File: src/rtl/cnn_pkg.sv
// Shared CNN datapath definitions: default lane geometry, counter width and the
// signed clamp helper reused by the quantisation stages.
package cnn_pkg;

    localparam int IW_DEF    = 24;
    localparam int DW_DEF    = 8;
    localparam int BW_DEF    = 16;
    localparam int DN_DEF    = 6;
    localparam int SAT_CNT_W = 16;

    typedef logic [SAT_CNT_W-1:0] sat_cnt_t;

    // Clamp to a w-bit signed range; the result stays sign-extended at 64 bits
    // so callers can detect clipping by comparing against the input.
    function automatic logic signed [63:0] sat_s(input logic signed [63:0] v,
                                                 input int unsigned w);
        logic signed [63:0] hi;
        logic signed [63:0] lo;
        hi = (64'sd1 <<< (w - 1)) - 64'sd1;
        lo = -(64'sd1 <<< (w - 1));
        if (v > hi) begin
            return hi;
        end
        if (v < lo) begin
            return lo;
        end
        return v;
    endfunction

endpackage

File: src/rtl/relu_quant_lane.sv
// One requantisation lane: bias add + half-up rounding offset (stage 1), then
// arithmetic shift, optional ReLU and clamp to the output width (stage 2).
module relu_quant_lane
    import cnn_pkg::*;
#(
    parameter int IW = IW_DEF,
    parameter int DW = DW_DEF,
    parameter int BW = BW_DEF
) (
    input  logic                 clk,
    input  logic                 rst,
    input  logic                 i_ld1,
    input  logic                 i_ld2,
    input  logic signed [IW-1:0] i_acc,
    input  logic signed [BW-1:0] i_bias,
    input  logic [4:0]           i_shift,
    input  logic                 i_relu_en,
    output logic signed [DW-1:0] o_q,
    output logic                 o_clip
);

    function automatic logic signed [IW+1:0] rnd_half(input logic [4:0] sh);
        logic signed [IW+1:0] r;
        r = '0;
        if (sh != 5'd0) begin
            r = {{(IW+1){1'b0}}, 1'b1} << (sh - 5'd1);
        end
        return r;
    endfunction

    logic signed [IW+1:0] w_sum_p0;
    logic signed [IW+1:0] r_sum_p1;
    logic signed [IW+1:0] w_y_p1;
    logic signed [IW+1:0] w_yr_p1;
    logic signed [63:0]   w_wide_p1;
    logic signed [63:0]   w_sat_p1;
    logic signed [DW-1:0] r_q_p2;

    assign w_sum_p0 = (IW+2)'(i_acc) + (IW+2)'(i_bias) + rnd_half(i_shift);

    // stage 1: biased, round-offset sum
    always_ff @(posedge clk) begin
        if (i_ld1) begin
            r_sum_p1 <= w_sum_p0;
        end
    end

    assign w_y_p1    = r_sum_p1 >>> i_shift;
    assign w_yr_p1   = (i_relu_en && w_y_p1[IW+1]) ? '0 : w_y_p1;
    assign w_wide_p1 = 64'(w_yr_p1);
    assign w_sat_p1  = sat_s(w_wide_p1, DW);
    assign o_clip    = (w_sat_p1 != w_wide_p1);

    // stage 2: quantised output register
    always_ff @(posedge clk) begin
        if (rst) begin
            r_q_p2 <= '0;
        end else if (i_ld2) begin
            r_q_p2 <= w_sat_p1[DW-1:0];
        end
    end

    assign o_q = r_q_p2;

endmodule

File: src/rtl/relu_quant.sv
// Requantisation stage feeding max_pool: DN lanes through a 2-stage valid/ready
// pipeline, plus a saturating count of clipped lanes.
module relu_quant
    import cnn_pkg::*;
#(
    parameter int IW = IW_DEF,
    parameter int DW = DW_DEF,
    parameter int BW = BW_DEF,
    parameter int DN = DN_DEF
) (
    input  logic                 clk,
    input  logic                 rst,
    input  logic [DN*IW-1:0]     m_data,
    input  logic                 m_valid,
    output logic                 m_ready,
    input  logic [DN*BW-1:0]     cfg_bias,
    input  logic [4:0]           cfg_shift,
    input  logic                 cfg_relu_en,
    input  logic                 cfg_clr,
    output logic [DN*DW-1:0]     s_data,
    output logic                 s_valid,
    input  logic                 s_ready,
    output logic                 busy,
    output logic [SAT_CNT_W-1:0] sat_cnt
);

    logic                 r_vld_p1;
    logic                 r_vld_p2;
    logic                 w_en1;
    logic                 w_en2;
    logic                 w_ld1;
    logic                 w_ld2;
    logic [DN-1:0]        w_clip;
    logic signed [DW-1:0] w_q [DN];
    sat_cnt_t             w_pop;
    logic [SAT_CNT_W:0]   w_cnt_next;
    sat_cnt_t             r_sat_cnt;

    // s_ready reaches m_ready combinationally so a full pipe can pop and accept in one cycle
    assign w_en2   = ~r_vld_p2 | s_ready;
    assign w_en1   = ~r_vld_p1 | w_en2;
    assign w_ld1   = w_en1 & m_valid;
    assign w_ld2   = w_en2 & r_vld_p1;
    assign m_ready = w_en1;

    // stage 1 / stage 2 valid flags
    always_ff @(posedge clk) begin
        if (rst) begin
            r_vld_p1 <= 1'b0;
            r_vld_p2 <= 1'b0;
        end else begin
            if (w_en1) begin
                r_vld_p1 <= m_valid;
            end
            if (w_en2) begin
                r_vld_p2 <= r_vld_p1;
            end
        end
    end

    for (genvar k = 0; k < DN; k++) begin : g_lane
        relu_quant_lane #(
            .IW(IW),
            .DW(DW),
            .BW(BW)
        ) u_lane (
            .clk       (clk),
            .rst       (rst),
            .i_ld1     (w_ld1),
            .i_ld2     (w_ld2),
            .i_acc     (m_data[k*IW +: IW]),
            .i_bias    (cfg_bias[k*BW +: BW]),
            .i_shift   (cfg_shift),
            .i_relu_en (cfg_relu_en),
            .o_q       (w_q[k]),
            .o_clip    (w_clip[k])
        );
        assign s_data[k*DW +: DW] = w_q[k];
    end

    always_comb begin
        w_pop = '0;
        for (int k = 0; k < DN; k++) begin
            w_pop = w_pop + SAT_CNT_W'(w_clip[k]);
        end
    end

    assign w_cnt_next = {1'b0, r_sat_cnt} + {1'b0, w_pop};

    // clip events are only counted as a beat lands in the output register
    always_ff @(posedge clk) begin
        if (rst || cfg_clr) begin
            r_sat_cnt <= '0;
        end else if (w_ld2) begin
            r_sat_cnt <= w_cnt_next[SAT_CNT_W] ? '1 : w_cnt_next[SAT_CNT_W-1:0];
        end
    end

    assign s_valid = r_vld_p2;
    assign busy    = r_vld_p1 | r_vld_p2;
    assign sat_cnt = r_sat_cnt;

endmodule

File: config.mk
export PLATFORM = sky130hd
export DESIGN_NAME = relu_quant
export DESIGN_NICKNAME = d
export VERILOG_FILES = /design/src/rtl/cnn_pkg.sv /design/src/rtl/relu_quant_lane.sv /design/src/rtl/relu_quant.sv
export SDC_FILE = /design/constraint.sdc
export NUM_CORES = 1
export LEC_CHECK = 0
export ABC_AREA = 1
export BUFFER_PORTS_ARGS = -buffer_cell sky130_fd_sc_hd__buf_2
export CAP_MARGIN = 15
export CORE_ASPECT_RATIO = 0.8
export CORE_MARGIN = 10
export CORE_UTILIZATION = 56
export DETAILED_ROUTE_END_ITERATION = 8
export PLACE_DENSITY = 0.8
export REMOVE_ABC_BUFFERS = 1
export SLEW_MARGIN = 10
export SYNTH_ARGS = -nofsm -noshare
export SYNTH_HDL_FRONTEND = slang
export SYNTH_SLANG_ARGS = --single-unit
File: constraint.sdc
create_clock -name clk -period 5.4 [get_ports clk]
set_input_delay 0.27 -clock clk [delete_from_list [all_inputs] [get_ports clk]]
set_output_delay 0.27 -clock clk [all_outputs]
set_load 0.005 [all_outputs]
==> results.md <==
* Rel. slew slack at 0.314
* Synthesized flop and latch total at 222
* Max-cap violations at 0
* Initial DRC Count at 3770
* Total CTS buffers at 26
* I/O pin count at 318
* Total routed wirelength at 106 mm
* RSZ-0062 raised after global routing: true
* Main flop type after synthesis: edfxtp_1
* Crit path max fanout at 4
* Post-Syn Area at 30000 um2
* Crit path largest cell delay at 0.50 ns
* Post-Syn Instances at 4675
* Area share of the largest cell type after synthesis at 0.185
* Sink Count at 222
* Total track usage at 0.321
* Count of cell types in the netlist at 59
* Fmax at 0.190 GHz
* GRT overflow at 0
* Post-synthesis sequential area ratio at 0.200
* Slew @ Worst Pin at 1.02 ns
* Buf/Inv on CP at 6
* Register Area at 6010 um2
* Number of synthesized flops with an enable pin at 156
* Setup slack, reg-to-reg at 0.13 ns
* CTS tree: done
* Status: completed
* Vias in the first global route at 31208
* Hold EP: sat_cnt[0]$_SDFFE_PP0P_
* Setup violators final at 0
* Clk slew on worst S/H paths at 0.07 ns
* Vias at 34357
* Rows at 75
* Critical Path Most Common Cell: nand2_1
* I/O Buffers at 317
* Fin. max-slew vios at 0
* Final hold vios at 0
* DP Cell Count at 5811
* Routed vias/inst at 5.85
* Largest net degree at the start of global routing at 64
* Die X at 279 um
* Hold Crit Start: cfg_clr
* Clock latency on the worst-skew pair at 0.59 ns
* GPL Wtd Cong at 1.05
* Post-layout total power at 8.28 mW
* Starting Density at 0.569
* Total die area at 63300 um2
* RR Startpoint: g_lane[0].u_lane.r_sum_p1[24]$_DFFE_PP_
* Fillers at 4839
* Critical path endpoint category: register
* Final period utilization at 0.976
* Root buf cell: clkbuf_16
* Initial antenna violation count at 0
* HP Class: in -> reg
* CP Data Required Time at 5.92 ns
* Multi-input gate area at 22200 um2
* Syn Area/Cell at 6.42 um2
* CP delay by family, top: simple AND/OR/NAND/NOR gates
* Minimum clock period at 5.27 ns
* Worst Path Class, Setup: reg -> reg
* Yosys top cell by area: nand2_1
* Fraction of layout cells with a size suffix above 1 at 0.144
* WL per Instance at 18.1 um
* CTS H-tree lvls at 1
* Clk buf depth at 3
* First-pass GRT wire length at 166 mm
* Hold path depth at 4
* First drt pass iteration count at 8
* Setup tns final at 0 ns
* Non-filler cells in the finished layout at 5871
* Reg2Reg Depth at 32
* Die H at 227 um
* Skew final at 0.0345 ns
* Pwr dens at 235 nW/um2
* DRC at 0
* Leakage at 17.6 nW
* Core area at 52700 um2
* Area grow syn2layout at 17.3%
* Largest cells by area after synthesis: nand2_1, edfxtp_1, ha_1
* YS warnings at 0
* Reg-to-Reg End: sat_cnt[13]$_SDFFE_PP0P_
* Worst Path Arrival at 5.79 ns
* Worst setup SP type: register
* Crit path depth at 32
* Nets at 5726
* Final ANT Viol Nets at 0
* Slowest cell on the critical path: fa_1
* Hpwl dp at 85.6 mm
* Fraction of registers with async set/reset at 0
* Max VDD drop at 210 uV
==> worst max-delay path by stage <==
stage,to,from
after floorplan,sat_cnt[11]$_SDFFE_PP0P_,cfg_shift[3]
after global placement,sat_cnt[14]$_SDFFE_PP0P_,cfg_shift[0]
after detailed placement,sat_cnt[14]$_SDFFE_PP0P_,cfg_shift[0]
after CTS,sat_cnt[15]$_SDFFE_PP0P_,g_lane[2].u_lane.r_sum_p1[25]$_DFFE_PP_
after global routing,sat_cnt[13]$_SDFFE_PP0P_,g_lane[2].u_lane.r_sum_p1[24]$_DFFE_PP_
final,sat_cnt[13]$_SDFFE_PP0P_,g_lane[0].u_lane.r_sum_p1[24]$_DFFE_PP_
==> logic make-up (layout without fill, tap and decap cells) <==
group / after synthesis / count (layout) / share of synthesized area
DFF: 222 / 222 / 0.200
other: 0 / 2 / 0
buffers and inverters: 456 / 957 / 0.0646
xor gates and xnor gates: 292 / 292 / 0.0853
and+or+nand+nor: 2418 / 2418 / 0.336
AOI/OAI and AO/OA: 964 / 964 / 0.176
muxes: 4 / 4 / 0.00133
adders and majority gates: 319 / 319 / 0.137
==> placed cells by master (no fill, tap or decap), drive strengths merged, types with 15 or more instances in the layout <==
| cell | synthesis | final |
|---|---|---|
| buf | 111 | 620 |
| xnor2 | 93 | 93 |
| inv | 284 | 286 |
| nor4 | 24 | 24 |
| nand2 | 1486 | 1486 |
| nor3 | 56 | 56 |
| ha | 303 | 303 |
| clkbuf | 57 | 29 |
| or2 | 21 | 21 |
| fa | 16 | 16 |
| nand4 | 47 | 47 |
| clkinv | 4 | 15 |
| a31oi | 43 | 43 |
| nor2 | 304 | 304 |
| nand3 | 454 | 454 |
| dfxtp | 66 | 66 |
| o21ai | 365 | 365 |
| and2 | 16 | 16 |
| edfxtp | 156 | 156 |
| o211ai | 36 | 36 |
| xor2 | 199 | 199 |
| o21bai | 22 | 22 |
| a21oi | 416 | 416 |
| a21o | 17 | 17 |
==> report_power, final <==
part | internal [mW] | switching (mW)
Combinational | 1.55 | 2.51
Sequential | 2.15 | 0.150
Clock | 1.10 | 0.819
==> Yosys cell counts, types with 57 or more instances <==
library cell	n
o21ai_0	282
xnor2_1	93
edfxtp_1	156
ha_1	303
inv_1	279
xor2_1	199
buf_2	59
o21ai_1	80
clkbuf_1	57
nand2_1	1480
nor2_1	302
a21oi_1	413
dfxtp_1	66
nand3_1	452
==> sequential cells by signal, indices dropped and copies added, names as in the netlist <==
| signal | flops |
|---|---|
| g_lane.u_lane.r_sum_p1 | 156 |
| r_vld_p1 | 1 |
| sat_cnt | 16 |
| s_valid | 1 |
| g_lane.u_lane.o_q | 48 |
==> layout make-up <==
class                           count  share of cell area
Clock inverter                     19             0.00604
Tap cell                          693              0.0246
Multi-Input combinational cell   3997               0.632
Clock buffer                       29              0.0200
Antenna cell                        2            0.000142
Sequential cell                   222               0.171
Timing Repair Buffer              621               0.115
Inverter                          288              0.0310
==> per-stage QoR <==
step,util,cell area [um2],setup slack (ns),hold slack [ns]
2_1_floorplan,-,29100,-2.89,0.332
3_3_place_gp,0.645,34000,-0.301,0.451
3_5_place_dp,0.645,34000,-0.480,0.454
4_1_cts,0.664,35000,0.00544,0.00658
5_1_grt,0.667,35200,-0.182,0.0520
6_report,0.667,35200,0.127,0.0294
==> repair_timing <==
action | CTS | global route
setup buffers | 4 | 5
gates resized for setup | 8 | 47
hold buffers | 1 | 0
pin swaps | 3 | 28
setup endpoints to repair | 13 | 13
endpoints found under the hold margin | 1 | 0
==> layer usage <==
layer | vias up | routed length (um) | GRT usage
li1 | 16955 | - | -
met1 | 15589 | 47700 | 0.458
met2 | 1618 | 43500 | 0.482
met3 | 195 | 11000 | 0.0571
met4 | 0 | 4020 | 0.103
met5 | - | 0 | 0
==> worst register-to-register path, delay by kind of cell, from the launching register on <==
family / cells / cell delay (ns)
simple gates: 16 / 1.80
fa+ha+maj: 4 / 1.56
buf+inv: 6 / 0.68
flops: 1 / 0.49
compound gates: 4 / 0.35
mux: 1 / 0.22
xor+xnor: 1 / 0.14
Power figures use the tool's default switching activity.
